===== config.mk =====
export PLATFORM = sky130hd
export DESIGN_NAME = jtag_reg_master
export DESIGN_NICKNAME = d
export VERILOG_FILES = /design/src/rtl/jtag_reg_master.sv
export SDC_FILE = /design/constraint.sdc
export NUM_CORES = 1
export LEC_CHECK = 0
export CAP_MARGIN = 10
export CORE_AREA = 8 8 114 116
export CTS_CLUSTER_DIAMETER = 60
export DETAILED_ROUTE_END_ITERATION = 12
export DIE_AREA = 0 0 122 124
export PLACE_DENSITY = 0.93
export SYNTH_ARGS = -nofsm -noshare
export SYNTH_HDL_FRONTEND = slang
export SYNTH_SLANG_ARGS = --single-unit

===== constraint.sdc =====
create_clock -name clk_sys -period 4.7 [get_ports clk_sys]
set_input_delay 0.705 -clock clk_sys [delete_from_list [all_inputs] [get_ports clk_sys]]
set_output_delay 0.705 -clock clk_sys [all_outputs]
set_load 0.01 [all_outputs]

===== src/rtl/jtag_reg_master.sv =====
// Command-level initiator for the 2-bit-IR virtual-JTAG register bridge.
// Drives a divided, gated tck plus tdi/ir/state flags and samples tdo.
module jtag_reg_master #(
  parameter int TCK_DIV = 2,
  parameter int GAP_TCK = 4,
  parameter int DRW     = 40
) (
  input  logic        clk_sys,
  input  logic        rst_sys_n,
  input  logic        cmd_valid,
  output logic        cmd_ready,
  input  logic        cmd_write,
  input  logic [7:0]  cmd_addr,
  input  logic [31:0] cmd_wdata,
  output logic        rsp_valid,
  output logic [31:0] rsp_rdata,
  output logic        rsp_err,
  output logic        tck,
  output logic        tdi,
  input  logic        tdo,
  output logic [1:0]  ir_in,
  output logic        vs_cdr,
  output logic        vs_sdr,
  output logic        vs_udr
);

  localparam logic [2:0] S_IDLE  = 3'd0;
  localparam logic [2:0] S_CDR   = 3'd1;
  localparam logic [2:0] S_SHIFT = 3'd2;
  localparam logic [2:0] S_UDR   = 3'd3;
  localparam logic [2:0] S_GAP   = 3'd4;
  localparam logic [2:0] S_RESP  = 3'd5;

  localparam int DIVW   = (TCK_DIV > 1) ? $clog2(2 * TCK_DIV) : 1;
  localparam int CNTMAX = (GAP_TCK > DRW) ? GAP_TCK : DRW;
  localparam int CNTW   = $clog2(CNTMAX);

  localparam logic [DIVW-1:0] DIV_RISE   = DIVW'(TCK_DIV - 1);
  localparam logic [DIVW-1:0] DIV_END    = DIVW'(2 * TCK_DIV - 1);
  localparam logic [CNTW-1:0] SHIFT_LAST = CNTW'(DRW - 1);
  localparam logic [CNTW-1:0] GAP_LAST   = CNTW'(GAP_TCK - 1);

  logic [2:0]      state_q, state_d;
  logic [DIVW-1:0] div_q, div_d;
  logic [CNTW-1:0] cnt_q, cnt_d;
  logic            write_q, write_d;
  logic            phase2_q, phase2_d;
  logic [7:0]      addr_q, addr_d;
  logic [DRW-1:0]  sr_q, sr_d;
  logic [DRW-1:0]  cap_q, cap_d;
  logic            tck_q, tck_d;
  logic            tdi_q, tdi_d;
  logic [1:0]      ir_q, ir_d;
  logic            cdr_q, cdr_d;
  logic            sdr_q, sdr_d;
  logic            udr_q, udr_d;
  logic            rvalid_q, rvalid_d;
  logic [31:0]     rdata_q, rdata_d;
  logic            err_q, err_d;
  logic            ready_q, ready_d;

  // Every tck cycle starts with tck low; flags/tdi only move at that start edge,
  // and tdo is captured on the edge that raises tck (before the responder shifts).
  always_comb begin
    state_d  = state_q;
    div_d    = div_q;
    cnt_d    = cnt_q;
    write_d  = write_q;
    phase2_d = phase2_q;
    addr_d   = addr_q;
    sr_d     = sr_q;
    cap_d    = cap_q;
    tck_d    = tck_q;
    tdi_d    = tdi_q;
    ir_d     = ir_q;
    cdr_d    = cdr_q;
    sdr_d    = sdr_q;
    udr_d    = udr_q;
    rvalid_d = 1'b0;
    rdata_d  = rdata_q;
    err_d    = err_q;
    ready_d  = 1'b0;
    case (state_q)
      S_IDLE: begin
        ready_d = 1'b1;
        if (cmd_valid && ready_q) begin
          ready_d  = 1'b0;
          state_d  = S_CDR;
          div_d    = '0;
          cnt_d    = '0;
          tck_d    = 1'b0;
          write_d  = cmd_write;
          phase2_d = 1'b0;
          addr_d   = cmd_addr;
          sr_d     = {(cmd_write ? cmd_wdata : 32'h0), cmd_addr};
          ir_d     = cmd_write ? 2'b01 : 2'b10;
          cdr_d    = 1'b1;
        end
      end
      S_RESP: begin
        state_d = S_IDLE;
        ready_d = 1'b1;
      end
      default: begin
        div_d = div_q + 1'b1;
        if (div_q == DIV_RISE) begin
          tck_d = 1'b1;
          if (state_q == S_SHIFT && phase2_q) cap_d = {tdo, cap_q[DRW-1:1]};
        end
        if (div_q == DIV_END) begin
          div_d = '0;
          tck_d = 1'b0;
          case (state_q)
            S_CDR: begin
              state_d = S_SHIFT;
              cnt_d   = '0;
              cdr_d   = 1'b0;
              sdr_d   = 1'b1;
              tdi_d   = sr_q[0];
              sr_d    = sr_q >> 1;
            end
            S_SHIFT: begin
              if (cnt_q == SHIFT_LAST) begin
                state_d = S_UDR;
                sdr_d   = 1'b0;
                udr_d   = 1'b1;
                tdi_d   = 1'b0;
              end else begin
                cnt_d = cnt_q + 1'b1;
                tdi_d = sr_q[0];
                sr_d  = sr_q >> 1;
              end
            end
            S_UDR: begin
              state_d = S_GAP;
              cnt_d   = '0;
              udr_d   = 1'b0;
            end
            S_GAP: begin
              if (cnt_q == GAP_LAST) begin
                cnt_d = '0;
                // A read needs a second pass: the first only latches the address.
                if (!write_q && !phase2_q) begin
                  phase2_d = 1'b1;
                  state_d  = S_CDR;
                  cdr_d    = 1'b1;
                  sr_d     = {32'h0, addr_q};
                end else begin
                  state_d  = S_RESP;
                  ir_d     = 2'b00;
                  rvalid_d = 1'b1;
                  rdata_d  = write_q ? 32'h0 : cap_q[DRW-1:8];
                  err_d    = !write_q && (cap_q[7:0] != addr_q);
                end
              end else begin
                cnt_d = cnt_q + 1'b1;
              end
            end
            default: state_d = S_IDLE;
          endcase
        end
      end
    endcase
  end

  always_ff @(posedge clk_sys or negedge rst_sys_n) begin
    if (!rst_sys_n) begin
      state_q  <= S_IDLE;
      div_q    <= '0;
      cnt_q    <= '0;
      write_q  <= 1'b0;
      phase2_q <= 1'b0;
      addr_q   <= '0;
      sr_q     <= '0;
      cap_q    <= '0;
      tck_q    <= 1'b0;
      tdi_q    <= 1'b0;
      ir_q     <= 2'b00;
      cdr_q    <= 1'b0;
      sdr_q    <= 1'b0;
      udr_q    <= 1'b0;
      rvalid_q <= 1'b0;
      rdata_q  <= '0;
      err_q    <= 1'b0;
      ready_q  <= 1'b0;
    end else begin
      state_q  <= state_d;
      div_q    <= div_d;
      cnt_q    <= cnt_d;
      write_q  <= write_d;
      phase2_q <= phase2_d;
      addr_q   <= addr_d;
      sr_q     <= sr_d;
      cap_q    <= cap_d;
      tck_q    <= tck_d;
      tdi_q    <= tdi_d;
      ir_q     <= ir_d;
      cdr_q    <= cdr_d;
      sdr_q    <= sdr_d;
      udr_q    <= udr_d;
      rvalid_q <= rvalid_d;
      rdata_q  <= rdata_d;
      err_q    <= err_d;
      ready_q  <= ready_d;
    end
  end

  assign cmd_ready = ready_q;
  assign rsp_valid = rvalid_q;
  assign rsp_rdata = rdata_q;
  assign rsp_err   = err_q;
  assign tck       = tck_q;
  assign tdi       = tdi_q;
  assign ir_in     = ir_q;
  assign vs_cdr    = cdr_q;
  assign vs_sdr    = sdr_q;
  assign vs_udr    = udr_q;

endmodule


# Word level (Yosys, flattened, before mapping)
# Cells that the tools add are included.
dict set report op_classes {
  reduce_logical 34
  n_eq_ne 18
  muxes 58
  bitwise 3
  add_sub_neg 2
}
# op count
set op_table {}
lappend op_table {{$mux W40} 5}
lappend op_table {{$pmux W40 S3} 1}
lappend op_table {{$pmux W40 S2} 1}
lappend op_table {{$mux W32} 2}
lappend op_table {{$mux W6} 4}
lappend op_table {{$mux W1} 18}
lappend op_table {{$pmux W6 S3} 1}
lappend op_table {{$reduce_and A6 Y1} 3}
lappend op_table {{$mux W2} 8}
lappend op_table {{$pmux W1 S2} 8}
lappend op_table {{$mux W3} 5}
lappend op_table {{$pmux W3 S4} 1}
lappend op_table {{$pmux W6 S2} 1}
lappend op_table {{$reduce_and A4 Y1} 3}
lappend op_table {{$reduce_bool A2 Y1} 6}
lappend op_table {{$reduce_and A5 Y1} 2}
lappend op_table {{$ne A3 B2 Y1 const B} 3}
lappend op_table {{$reduce_and A3 Y1} 3}
lappend op_table {{$reduce_bool A3 Y1} 3}
lappend op_table {{$ne A8 B8 Y1} 1}
lappend op_table {{$pmux W2 S2} 2}
lappend op_table {{$reduce_bool A4 Y1} 2}
lappend op_table {{$reduce_and A7 Y1} 1}
lappend op_table {{$add A6 B1 Y6 const B} 1}
lappend op_table {{other kinds (19)} 30}
dict set report totals {
  out_inout_bits 42
  reg_bits 143
  in_bits 45
}

# Logic depth before layout (Yosys ltp)
dict set report logic_depth {
  word_depth 7
  depth_mapped 8
  mapped_depth_nobuf 6
}

# Least setup slack after synthesis
# No wires, ideal clock.
dict set report synth_path {
  path_type {register -> register}
  start {register div_q[0]}
  end {register sr_q[0]}
  arrival_time_ns 1.863
  path_stages_with_launch 8
  n_path_buf 2
  slack_ns 2.712
  required_time_ns 4.575
  cell_sequence {dfrtp_1 -> ha_1 -> clkbuf_1 -> o21ai_0 -> o211a_1 -> nor3_4 -> buf_6 -> mux2_4}
}
dict set report synth_via {
  elab_chain_cells 3
}
# element line
set synth_rtl {}
lappend synth_rtl {{from (decl)} 44} ;# logic [DIVW-1:0] div_q, div_d;
lappend synth_rtl {{from (signal assigned)} 188} ;# div_q <= div_d;
lappend synth_rtl {{$eq A2 B2 Y1} 110} ;# if (div_q == DIV_END) begin
lappend synth_rtl {{$reduce_bool A2 Y1 (no source line)} -}
lappend synth_rtl {{$reduce_and A7 Y1 (no source line)} -}
lappend synth_rtl {{to (signal assigned)} 193} ;# sr_q <= sr_d;
lappend synth_rtl {{to (decl)} 49} ;# logic [DRW-1:0] sr_q, sr_d;
# No other way between the ends.
# A chain may end at the register's enable or synchronous reset.

# Worst setup path in the final report
dict set report layout_path {
  start {register state_q[1]}
  end {register err_q (netlist: rsp_err)}
}
dict set report layout_via {
  elab_chain_cells 4
  word_cells_on_any_way 6
  classes_between {2 x eq/ne; 1 x bitwise; 3 x reduce/logical}
}
# element line
set layout_rtl {}
lappend layout_rtl {{from (decl)} 43} ;# logic [2:0] state_q, state_d;
lappend layout_rtl {{from (signal assigned)} 187} ;# state_q <= state_d;
lappend layout_rtl {{$eq A3 B3 Y1 / $logic_not A3 Y1 (equally long branches)} 83} ;# case (state_q)
lappend layout_rtl {{$reduce_or A2 Y1 (no source line)} -}
lappend layout_rtl {{$not A1 Y1 (no source line)} -}
lappend layout_rtl {{$reduce_and A5 Y1 (no source line) *} -}
lappend layout_rtl {{to (signal assigned)} 203} ;# err_q <= err_d;
lappend layout_rtl {{to (decl)} 59} ;# logic err_q, err_d;
# Every way passes the cells marked *; elsewhere a longest branch is shown, timed or not.

==> impl_metrics.json <==
{
  "status": "finished clean",
  "grt_use_total": 0.1954,
  "ctsLongestPathBuffers": 2,
  "finClkSkew_ns": 0.005356,
  "clk_latency_ns": 0.42,
  "dp_cells": 755,
  "fin_util": 0.7096,
  "row_count": 39,
  "area_growth_pct": 22.62,
  "ys_warn_count": 0,
  "io_pins": 87,
  "max_stage_delay_ns": 0.72,
  "synthDistinctLibCells": 44,
  "drtIter0Drc": 441,
  "finalSetupViolCount": 0,
  "routed_via_density": 5.773,
  "end_kind": "register",
  "startpoint_type": "register",
  "place_congestion": 0.8617,
  "irDropWorstVdd_uv": 336.4,
  "max_freq_ghz": 0.3365,
  "synth-seq-area-share": 0.5534,
  "criticalPathCategory": "reg2reg",
  "avgSynthCellArea_um2": 11.55,
  "p_leak_nw": 3.492,
  "synth_top_flop_cell": "dfrtp_1",
  "h-tree-depth": 4,
  "grt_max_degree": 110,
  "die_y_um": 124,
  "instances_no_fill": 787,
  "period_share": 0.6324,
  "grt.overflow.total": 0,
  "post_cts_buffers": 0,
  "vias": 4543,
  "mappedNetlistArea_mm2": 0.006466,
  "drv_slew": 0,
  "core_area_mm2": 0.01117,
  "portBuffers": 86,
  "path_max_fanout": 51,
  "grt_pass1_vias": 4772,
  "nNetsFinal": 680,
  "wl_per_cell_um": 17.83,
  "ctsHoldBuffers": 0,
  "antenna_found_initial": 0,
  "path_clk_slew_ns": 0.06,
  "ys_ff_latch": 143,
  "slew_headroom": 0.2636,
  "powerDensity_mw_per_mm2": 527.4,
  "die_w_um": 122,
  "required_ns": 5.01,
  "drive_gt1_frac": 0.1879,
  "fin_tns_setup_ns": 0,
  "synth_edf_count": 0,
  "diodes": 0,
  "cts_root_buffer": "clkbuf_16",
  "max_slew.worst_pin.slew_ns": 1.105,
  "drv_cap": 0,
  "dr.pass1.iters": 5,
  "hold_violations": 0,
  "fp.dieArea_mm2": 0.01513,
  "hp-class": "in2async",
  "hpwl_um": 9122,
  "crit_slowest_cell": "or2_2",
  "grt_pass1_wl_um": 23390,
  "cts_tree": "done",
  "crit_arrival_ns": 3.29,
  "postRouteAntennaNets": 0,
  "power.total_mw": 4.182,
  "min_period_ns": 2.972,
  "syn-num-nets": 608,
  "wl_um": 14030,
  "cts.sinks": 143,
  "async_reset_ff_frac": 1.000,
  "cts_resized": 0,
  "cp_cell_sequence": "or2_2 -> nor2_1 -> nand3_2 -> buf_16 -> o31ai_1",
  "syn-instance-count": 560,
  "post-route-drc-count": 0,
  "start_util": 0.5787,
  "rsz0062_at_grt": "false",
  "numCtsBuffers": 17
}
-- cell families after synthesis --
logic type                 Yosys count  share of synthesized area
adders and majority gates            3                   0.005806
muxes                               90                     0.1608
and+or+nand+nor                    159                     0.1188
AOI/OAI and AO/OA                  115                     0.1169
buffers and inverters               41                    0.03212
DFF                                143                     0.5534
xor gates and xnor gates             9                    0.01219
-- worst max-delay path, delay by kind of cell (launching register included) --
| family | cells | cell delay, ns |
|---|---|---|
| AOI/OAI and AO/OA | 1 | 0.25 |
| DFF | 1 | 0.60 |
| and+or+nand+nor | 3 | 1.59 |
| buffers and inverters | 1 | 0.40 |
-- layer usage --
layer  global-route usage  up-vias  share of wire
li1                     -     2106              -
met1               0.2294     2237           0.40
met2               0.3328      170           0.51
met3              0.05984       30          0.066
met4              0.07170        0          0.018
met5                    0        -              0
-- worst paths after layout --
| check | start | to | slack (ns) | depth (start not counted) |
|---|---|---|---|---|
| max in group asynchronous | rst_sys_n | sr_q[32] | 3.26 | 2 |
| max reg2reg | state_q[1] | rsp_err | 1.73 | 5 |
| min | rst_sys_n | rsp_rdata[13] | 0.39 | 1 |
| min in group clk_sys | rsp_rdata[30] | rsp_rdata[30] | 0.48 | 2 |
| max | state_q[1] | rsp_err | 1.73 | 5 |
| min reg2reg | rsp_rdata[30] | rsp_rdata[30] | 0.48 | 2 |
-- area by class of cell --
type | count | area [um2]
multi-input cells | 376 | 2693
flip-flops and latches | 143 | 3578
well taps | 143 | 178.9
inverters | 5 | 18.77
clock inverters | 13 | 116.4
repair buffers | 89 | 904.6
fillers | 735 | 3246
clock buffers | 18 | 439.2
-- layout by cell type, fill, tap and decap left out, drive strengths merged, types with 4 or more instances in the layout --
master,netlist,final
nor2,12,12
o31ai,4,4
buf,19,4
nand3,5,5
o21ai,56,56
clkdlybuf4s50,0,85
mux2i,9,9
a22o,31,31
clkbuf,17,18
mux2,81,81
a21oi,7,7
xnor2,9,9
nand2,87,87
nand2b,35,35
inv,5,7
clkinv,0,8
dfrtp,143,143
nor3,5,5
-- flip-flops by register name, indices dropped and copies added (netlist names) --
| register | flops |
|---|---|
| addr_q | 8 |
| cap_q | 40 |
| cmd_ready | 1 |
| cnt_q | 6 |
| div_q | 2 |
| ir_in | 2 |
| phase2_q | 1 |
| rsp_err | 1 |
| rsp_rdata | 32 |
| rsp_valid | 1 |
| sr_q | 40 |
| state_q | 3 |
| tck | 1 |
| tdi | 1 |
| vs_cdr | 1 |
| vs_sdr | 1 |
| vs_udr | 1 |
| write_q | 1 |
-- synth_stat cells, types with 2 or more instances --
library cell,count,area share
dfrtp_1,143,0.55
xnor2_1,9,0.012
buf_2,13,0.010
nor3_1,3,0.0023
nor2_1,12,0.0070
mux2_1,2,0.0035
and2_1,2,0.0019
o31ai_1,4,0.0046
a31oi_1,2,0.0019
o2bb2ai_1,2,0.0027
a22o_1,31,0.042
nand4_1,3,0.0029
mux2_4,10,0.023
buf_6,5,0.0087
nand3_1,4,0.0031
inv_1,5,0.0029
nand3b_1,2,0.0023
a211oi_1,2,0.0023
ha_1,3,0.0058
nor4_1,2,0.0019
nand2b_1,35,0.034
mux2i_1,9,0.014
o21ai_0,56,0.043
nand2_1,87,0.051
mux2_2,69,0.12
or2_2,2,0.0019
o22a_1,3,0.0041
clkbuf_1,17,0.0099
a21oi_1,7,0.0054
nor3_4,2,0.0050
-- stage by stage --
| step | cell area (um2) | setup slack (ns) | hold WS (ns) |
|---|---|---|---|
| after floorplan | 6466 | 2.712 | 0.4094 |
| after global placement | 7346 | 1.708 | 0.4622 |
| after detailed placement | 7346 | 1.608 | 0.4704 |
| after CTS | 7901 | 1.523 | 0.4536 |
| after global routing | 7929 | 1.454 | 0.5046 |
| final | 7929 | 1.728 | 0.3944 |
-- power breakdown --
| group | total (mW) | internal [mW] | switching, mW | leakage, nW |
|---|---|---|---|---|
| Combinational | 1.24 | 0.641 | 0.597 | 1.30 |
| Sequential | 1.69 | 1.45 | 0.237 | 1.92 |
| Clock | 1.25 | 0.740 | 0.512 | 0.274 |
No activity file was read; power rests on OpenSTA's default activity.
